<file path="src/rtl/ccsds_ec_pkg.sv">
// Shared constants, codeword length clamp and FSM state type for the
// codebook encode path and its downstream bit packer.
package ccsds_ec_pkg;

    localparam int ENCODE_DATALENGTH = 21;
    localparam int CW_LEN_W          = 6;

    typedef enum logic [0:0] {
        RUN   = 1'b0,
        FLUSH = 1'b1
    } state_e;

    function automatic logic [CW_LEN_W-1:0] clamp_len(
        input logic [CW_LEN_W-1:0] len,
        input logic [CW_LEN_W-1:0] max_len
    );
        if (len > max_len) begin
            return max_len;
        end else begin
            return len;
        end
    endfunction

endpackage

</file>
<file path="src/rtl/codeword_packer.sv">
// Concatenates variable-length codewords MSB-first into fixed-width words;
// a flush zero-pads the trailing partial word and tags it last.
module codeword_packer
    import ccsds_ec_pkg::*;
#(
    parameter int ENCODE_DATALENGTH = ccsds_ec_pkg::ENCODE_DATALENGTH,
    parameter int OUT_WIDTH         = 32,
    parameter int ACC_WIDTH         = 64
) (
    input  logic                           clk_i,
    input  logic                           rst_i,
    input  logic                           cw_valid_i,
    output logic                           cw_ready_o,
    input  logic [ENCODE_DATALENGTH-1:0]   cw_data_i,
    input  logic [CW_LEN_W-1:0]            cw_length_i,
    input  logic                           flush_i,
    output logic                           word_valid_o,
    input  logic                           word_ready_i,
    output logic [OUT_WIDTH-1:0]           word_data_o,
    output logic [$clog2(OUT_WIDTH+1)-1:0] word_nbits_o,
    output logic                           word_last_o,
    output logic                           overflow_err_o
);

    localparam int FILL_W = $clog2(ACC_WIDTH + 1);
    localparam int NB_W   = $clog2(OUT_WIDTH + 1);

    logic [ACC_WIDTH-1:0] acc_r;
    logic [FILL_W-1:0]    fill_r;
    state_e               state_r;
    logic                 cw_ready_r;
    logic                 word_valid_r;
    logic [OUT_WIDTH-1:0] word_data_r;
    logic [NB_W-1:0]      word_nbits_r;
    logic                 word_last_r;
    logic                 overflow_r;

    logic                 slot_free_s;
    logic                 emit_s;
    logic                 pad_s;
    logic                 accept_s;
    logic                 ovf_s;
    logic [CW_LEN_W-1:0]  len_s;
    logic [ACC_WIDTH-1:0] acc_emit_s;
    logic [ACC_WIDTH-1:0] cw_bits_s;
    logic [ACC_WIDTH-1:0] acc_next_s;
    logic [FILL_W-1:0]    fill_emit_s;
    logic [FILL_W-1:0]    fill_next_s;
    logic [FILL_W-1:0]    shift_s;
    state_e               state_next_s;

    // Next accumulator/fill/state: emit first, then append at the post-emit fill.
    always_comb begin
        slot_free_s = !word_valid_r || word_ready_i;
        emit_s      = (fill_r >= FILL_W'(OUT_WIDTH)) && slot_free_s;
        pad_s       = (state_r == FLUSH) && (fill_r < FILL_W'(OUT_WIDTH)) && slot_free_s;
        accept_s    = cw_valid_i && cw_ready_r;
        len_s       = clamp_len(cw_length_i, CW_LEN_W'(ENCODE_DATALENGTH));
        ovf_s       = accept_s && (cw_length_i > CW_LEN_W'(ENCODE_DATALENGTH));

        if (emit_s) begin
            acc_emit_s  = acc_r << OUT_WIDTH;
            fill_emit_s = fill_r - FILL_W'(OUT_WIDTH);
        end else begin
            acc_emit_s  = acc_r;
            fill_emit_s = fill_r;
        end

        // Bits above len are ignored, so mask before positioning.
        cw_bits_s = ACC_WIDTH'(cw_data_i) & ((ACC_WIDTH'(1'b1) << len_s) - ACC_WIDTH'(1'b1));
        shift_s   = FILL_W'(ACC_WIDTH) - fill_emit_s - FILL_W'(len_s);

        if (pad_s) begin
            acc_next_s  = '0;
            fill_next_s = '0;
        end else if (accept_s) begin
            acc_next_s  = acc_emit_s | (cw_bits_s << shift_s);
            fill_next_s = fill_emit_s + FILL_W'(len_s);
        end else begin
            acc_next_s  = acc_emit_s;
            fill_next_s = fill_emit_s;
        end

        case (state_r)
            RUN: begin
                if (flush_i) begin
                    state_next_s = FLUSH;
                end else begin
                    state_next_s = RUN;
                end
            end
            FLUSH: begin
                if (pad_s) begin
                    state_next_s = RUN;
                end else begin
                    state_next_s = FLUSH;
                end
            end
            default: state_next_s = RUN;
        endcase
    end

    // State, accumulator and output word registers; ready is precomputed from next state.
    always_ff @(posedge clk_i) begin
        if (rst_i) begin
            acc_r        <= '0;
            fill_r       <= '0;
            state_r      <= RUN;
            cw_ready_r   <= 1'b1;
            word_valid_r <= 1'b0;
            word_data_r  <= '0;
            word_nbits_r <= '0;
            word_last_r  <= 1'b0;
            overflow_r   <= 1'b0;
        end else begin
            acc_r      <= acc_next_s;
            fill_r     <= fill_next_s;
            state_r    <= state_next_s;
            cw_ready_r <= (state_next_s == RUN) &&
                          (fill_next_s <= FILL_W'(ACC_WIDTH - ENCODE_DATALENGTH));
            overflow_r <= overflow_r || ovf_s;
            if (emit_s || pad_s) begin
                word_valid_r <= 1'b1;
                word_data_r  <= acc_r[ACC_WIDTH-1 -: OUT_WIDTH];
                word_nbits_r <= emit_s ? NB_W'(OUT_WIDTH) : fill_r[NB_W-1:0];
                word_last_r  <= pad_s;
            end else if (word_ready_i) begin
                word_valid_r <= 1'b0;
            end
        end
    end

    assign cw_ready_o     = cw_ready_r;
    assign word_valid_o   = word_valid_r;
    assign word_data_o    = word_data_r;
    assign word_nbits_o   = word_nbits_r;
    assign word_last_o    = word_last_r;
    assign overflow_err_o = overflow_r;

endmodule

</file>
<file path="config.mk">
export PLATFORM = sky130hd
export DESIGN_NAME = codeword_packer
export DESIGN_NICKNAME = d
export VERILOG_FILES = /design/src/rtl/ccsds_ec_pkg.sv /design/src/rtl/codeword_packer.sv
export SDC_FILE = /design/constraint.sdc
export NUM_CORES = 1
export LEC_CHECK = 0
export ABC_AREA = 1
export BUFFER_PORTS_ARGS = -buffer_cell sky130_fd_sc_hd__buf_2
export CORE_ASPECT_RATIO = 1.2
export CORE_UTILIZATION = 60
export DETAILED_ROUTE_END_ITERATION = 10
export PLACE_DENSITY = 0.88
export SLEW_MARGIN = 5
export SYNTH_ARGS = -nofsm -noshare
export SYNTH_HDL_FRONTEND = slang
export SYNTH_SLANG_ARGS = --single-unit
</file>
<file path="constraint.sdc">
create_clock -name clk_i -period 7.5 [get_ports clk_i]
set_clock_uncertainty 0.2 [all_clocks]
set_input_delay 0.375 -clock clk_i [delete_from_list [all_inputs] [get_ports clk_i]]
set_output_delay 0.375 -clock clk_i [all_outputs]
set_load 0.01 [all_outputs]
</file>
# Word level (Yosys, flattened, before mapping)
# Cells that the tools add are included.
[word_totals]
memories = 0
mem_bits_ro = 0
mem_bits_rw = 0
latch_bits = 0
output_inout_bits = 42
ff_bits = 114
[op_classes]
n_shift = 2
reduce_logical = 12
n_mul = 0
n_mux = 12
n_addsub = 5
order_cmp = 4
eq_ne = 0
div_mod_pow = 0
bitwise = 4
[ops]
columns = ["op", "n"]
rows = [
  ["64-bit two-way mux", 2],
  ["21-bit by 64-bit bitwise AND with 64-bit output", 1],
  ["64-bit bitwise OR", 1],
  ["1-bit by 6-bit << shifter with 64-bit output, first input constant", 1],
  ["64-bit by 7-bit << shifter with 64-bit output", 1],
  ["64-bit by 1-bit subtractor with 64-bit output, second input constant", 1],
  ["7-bit two-way mux", 3],
  ["6-bit two-way mux", 2],
  ["7-bit by 6-bit adder with 7-bit output", 1],
  ["7-bit by 6-bit >= comparator with 1-bit output, second input constant", 1],
  ["7-bit by 6-bit <= comparator with 1-bit output, second input constant", 1],
  ["7-bit by 6-bit < comparator with 1-bit output, second input constant", 1],
  ["7-bit by 6-bit subtractor with 7-bit output", 1],
  ["7-bit by 6-bit subtractor with 7-bit output, second input constant", 1],
  ["7-bit subtractor, first input constant", 1],
  ["6-bit by 5-bit greater-than comparator with 1-bit output, second input constant", 1],
  ["1-bit logical AND", 6],
  ["1-bit two-way mux", 4],
  ["1-bit logical OR", 3],
  ["1-bit NOT", 2],
  ["1-bit case mux with 2 select lines", 1],
  ["2-bit nonzero test", 1],
  ["2-bit OR reduction", 1],
  ["1-bit zero test", 1],
]

# Longest topological paths before layout
[logic_depth]
word_depth = 9
mapped_depth = 27
depth_no_buf = 27

# Least setup slack after synthesis
# No wires, ideal clock.
[synth_timing]
kind = "reg2reg"
from = "register fill_r[4]"
to = "register acc_r[3]"
arrival_ns = 3.592
setup_time_ns = 0.070
path_slack_ns = 3.638
n_path_buf = 4
path_stages_with_launch = 17
synth_period_minus_slack_ns = 3.862
cell_sequence = "dfxtp_1 -> inv_1 -> nand4_1 -> o41ai_2 -> nand2_1 -> clkbuf_1 -> buf_1 -> ha_1 -> ha_1 -> ha_1 -> xnor2_1 -> inv_1 -> nor2_2 -> buf_2 -> buf_4 -> nand3_1 -> a21oi_1"
[synth_via]
elab_chain_cells = 8
elab_cells_between_ends = 14
cone_classes = "add/sub (3); order compare (2); shift (1); mux (3); bitwise (1); reduce/logical (4)"
[synth_lines]
columns = ["element", "line", "rtl"]
rows = [
  ["start, declared", "codeword_packer.sv:29", "logic [FILL_W-1:0] fill_r;"],
  ["start signal, assigned", "codeword_packer.sv:117", "fill_r <= fill_next_s;"],
  ["7-bit by 6-bit >= comparator with 1-bit output", "codeword_packer.sv:55", "emit_s = (fill_r >= FILL_W'(OUT_WIDTH)) && slot_free_s;"],
  ["1-bit logical AND", "codeword_packer.sv:55", ""],
  ["7-bit two-way mux", "codeword_packer.sv:61", "if (emit_s) begin"],
  ["7-bit subtractor", "codeword_packer.sv:71", "shift_s = FILL_W'(ACC_WIDTH) - fill_emit_s - FILL_W'(len_s);"],
  ["7-bit by 6-bit subtractor with 7-bit output", "codeword_packer.sv:71", ""],
  ["64-bit by 7-bit << shifter with 64-bit output", "codeword_packer.sv:77", "acc_next_s = acc_emit_s | (cw_bits_s << shift_s);"],
  ["64-bit bitwise OR", "codeword_packer.sv:77", ""],
  ["64-bit two-way mux", "codeword_packer.sv:76", "end else if (accept_s) begin"],
  ["end signal, assigned", "codeword_packer.sv:116", "acc_r <= acc_next_s;"],
  ["end, declared", "codeword_packer.sv:28", "logic [ACC_WIDTH-1:0] acc_r;"],
]
# Several ways; a longest one is shown, not always the timed one.
# A chain may end at the register's enable or synchronous reset.

# Worst setup path after layout
[layout_timing]
from = "register fill_r[3]"
to = "register acc_r[43]"
# Same word-level chain as after synthesis.

==> results.cfg <==
[setup_path]
crit_fanout = 15
path_class = flop to flop
crit_path_start_kind = flop
r2r_cells = 17
required_ns = 7.66
crit_chain = inv_1, nand4_1, o41ai_2, nand2_2, ha_1, ha_1, ha_1, a21oi_1, xor2_1, inv_1, nand2_1, nand3_4, nor2_4, inv_1, nor3_1, o21ai_0, inv_1
cp_slowest_stage_delay_ns = 0.36
cp_top_family = simple AND/OR/NAND/NOR gates
arrival_ns = 4.37
crit_slowest_cell = ha_1
crit_buf_inv = 4
crit_top_cell = inv_1
endpoint_kind = flop
cp.depth = 17

[logic_synthesis]
async_flop_share_pct = 0
synth_ff_type = dfxtp_1
yosys.area_share.simple_pct = 36.85
ys_warn_count = 0
yosys.cell_types.count = 51
syn_inst = 1113
mappedNetlistNets = 1167
synth_edf_count = 0
synth.mux.area_fraction_pct = 0.7130
synthesis.area_sq_um = 7194
synth-seq-cells = 114
syn_area_per_cell_sq_um = 6.464
synth_compound_area_share_pct = 16.97
synth_adder_area_share_pct = 4.035
seq_area_frac_synth_pct = 31.72
synthXorXnorAreaFrac_pct = 0.4870
synth_top_family_by_area = simple AND/OR/NAND/NOR gates

[status]
outcome = completed

[clocking]
cts-root-buf = clkbuf_16
htree_levels = 4
clock_path_buffers = 2
post_cts_buffers = 0
cts_tree = done
clkTransAtPathRegs_ns = 0.06
cts_hold_buf = 0
clk_latency_ns = 0.42
cts_sinks = 114
cts_inserted_buffers = 17
cts_resized = 0

[floorplanning]
num_rows = 43
pin_count = 74
die_h_um = 122.0
core_area_sq_um = 11620
die_x_um = 102.0
start_util_pct = 61.91
die-area_sq_um = 12430

[route]
drc_errors = 0
vias_per_cell = 5.740
drt-met1-wl_um = 8397
drtPass1Iterations = 6
drt-total-wl_um = 20230
wl_per_cell_um = 15.31
wl_met2_um = 9837
initialDrtViolationCount = 671
postRouteAntennaNets = 0
met3_length_um = 1107
top_layer_used = met4
vias = 7583

[power_and_ir_drop]
pwr-share-clk_pct = 17.7
swShare_pct = 51.63
power.leakage_nw = 3.789
pwr-share-comb_pct = 61.1
max-vdd-ir-drop_mv = 0.3207
p_seq_share_pct = 21.2
power_switching_mw = 2.209
pwr_density_cell_nw_per_um2 = 526.9
cellInternalPower_mw = 2.069

[placed_design]
postPlaceCellArea_sq_um = 7564
dp_hpwl_um = 14760
place.gp.congestion = 1.052
portBuffers = 73

[sta]
rsz0062_at_grt = false
finalMaxSlewViolations = 0
finalCritPeriodShare_pct = 56.08
final_hold_viol_count = 0
relSlewSlack_pct = 27.41
fin_crit_ns = 4.206
setup_violations = 0
setup_tns_ns = 0
max_freq_ghz = 0.2377
tightest_slew_ns = 1.087

[grt]
grt_use_total_pct = 33.12
grt-ovfl-total = 0
grt_start_max_net_pins = 96
grt_pass1_vias = 6610
grt_antenna_before_repair = 0
grt_pass1_wl_um = 31760

[finish]
final_design_area_no_fill_sq_um = 8119
drive_gt1_share_pct = 14.00
nNetsFinal = 1205
fillers = 1019
syn_to_final_growth_pct = 12.85
diodes = 0
fin_util_pct = 69.86

[flow_run]
drv_cap = 0

[min_path]
holdPathStages = 2
hold_class = input port to flop
[cells by family (layout without fill, tap and decap cells)]
group,count (synthesis),in the layout
AO/OA/AOI/OAI,223,223
XOR/XNOR,4,4
AND/OR/NAND/NOR,579,579
buffers and inverters,164,215
adder cells (fa/ha/maj),22,22
multiplexers,5,5
other,2,2
flip-flops,114,114
[per-layer routing]
layer	vias up	track usage, %
met5	-	0
met4	0	17.95
met3	58	5.393
met2	320	55.83
met1	3427	39.89
li1	3778	-
[cells in the final DEF, fill, tap and decap left out, types with 20 or more instances in the layout]
| cell | synthesis | final |
|---|---|---|
| inv_1 | 93 | 93 |
| nor2_1 | 73 | 73 |
| ha_1 | 20 | 20 |
| nand4_1 | 24 | 24 |
| dfxtp_1 | 114 | 114 |
| o21ai_1 | 20 | 20 |
| nand2_1 | 290 | 289 |
| buf_2 | 18 | 73 |
| a21oi_1 | 97 | 97 |
| nand3_1 | 148 | 148 |
| o21ai_0 | 71 | 71 |
[through the flow]
step	power [mW]	hold slack (ns)	std cells	setup WS, ns
after CTS	4.235	0.01567	1321	3.341
after detailed placement	3.462	0.2412	1289	3.081
final	4.278	0.02229	1321	3.294
after global placement	3.424	0.2377	1289	3.184
after global routing	4.613	0.02928	1321	3.028
after floorplan	2.857	0.2293	1113	3.638
[cell type report]
class / instances / area, sq um / area share (%)
Sequential cell: 114 / 2282 / 28.11
Clock buffer: 20 / 446.7 / 5.502
Timing Repair Buffer: 80 / 417.9 / 5.147
Clock inverter: 12 / 108.9 / 1.341
Tap cell: 157 / 196.4 / 2.419
Inverter: 103 / 389.1 / 4.793
Multi-Input combinational cell: 835 / 4278 / 52.69
[cell usage after synthesis (2+ instances only)]
| cell type | instances | area, sq um |
|---|---|---|
| a211oi_1 | 8 | 60.06 |
| o21a_1 | 4 | 30.03 |
| a21oi_1 | 97 | 485.5 |
| nand2_1 | 290 | 1089 |
| inv_2 | 8 | 30.03 |
| nand2_4 | 2 | 22.52 |
| nor2_1 | 73 | 274.0 |
| nand4_1 | 24 | 150.1 |
| dfxtp_1 | 114 | 2282 |
| o21ai_1 | 20 | 100.1 |
| nand2_2 | 7 | 43.79 |
| o211ai_1 | 5 | 37.54 |
| a31oi_1 | 2 | 12.51 |
| nand4_2 | 2 | 25.02 |
| clkbuf_1 | 32 | 120.1 |
| ha_1 | 20 | 250.2 |
| conb_1 | 2 | 7.510 |
| buf_2 | 18 | 90.09 |
| o21ai_0 | 71 | 355.3 |
| o21ai_2 | 4 | 35.03 |
| buf_4 | 2 | 15.01 |
| mux2i_1 | 4 | 40.04 |
| o21bai_1 | 2 | 15.01 |
| o22ai_1 | 2 | 12.51 |
| nand3_2 | 7 | 70.07 |
| xor2_1 | 3 | 26.28 |
| nor3_1 | 5 | 25.02 |
| nor2_4 | 3 | 33.78 |
| nand3_1 | 148 | 740.7 |
| a2bb2oi_1 | 4 | 35.03 |
| fa_1 | 2 | 40.04 |
| nor2_2 | 8 | 50.05 |
| buf_1 | 8 | 30.03 |
| inv_1 | 93 | 349.1 |
| nand3_4 | 3 | 52.55 |
[worst register-to-register path: stages (launching register included)]
cell	delay [ns]
dfxtp_1	0.33
inv_1	0.14
nand4_1	0.12
o41ai_2	0.34
nand2_2	0.09
ha_1	0.33
ha_1	0.36
ha_1	0.34
a21oi_1	0.19
xor2_1	0.21
inv_1	0.06
nand2_1	0.12
nand3_4	0.14
nor2_4	0.35
inv_1	0.34
nor3_1	0.29
o21ai_0	0.13
inv_1	0.08
[power by group through the flow]
stage / clock (mW) / sequential [mW] / combinational [mW]
after floorplan: 0 / 0.951 / 1.91
after global placement: 0 / 0.910 / 2.51
final: 0.756 / 0.909 / 2.61
after CTS: 0.759 / 0.909 / 2.57
after detailed placement: 0 / 0.918 / 2.54
after global routing: 0.787 / 0.930 / 2.90
[registers in the layout (all words and copies together), names as in the netlist]
| signal | count |
|---|---|
| acc_r | 64 |
| cw_ready_o | 1 |
| fill_r | 7 |
| overflow_err_o | 1 |
| state_r | 1 |
| word_data_o | 32 |
| word_last_o | 1 |
| word_nbits_o | 6 |
| word_valid_o | 1 |
[final timing paths]
kind	slack (ns)	end	startpoint
max	3.29	acc_r[43]	fill_r[3]
min	0.02	overflow_err_o	rst_i
max reg2reg	3.29	acc_r[43]	fill_r[3]
min reg2reg	0.25	word_data_o[21]	acc_r[53]
Note: power is estimated with default switching activity, not from simulation.
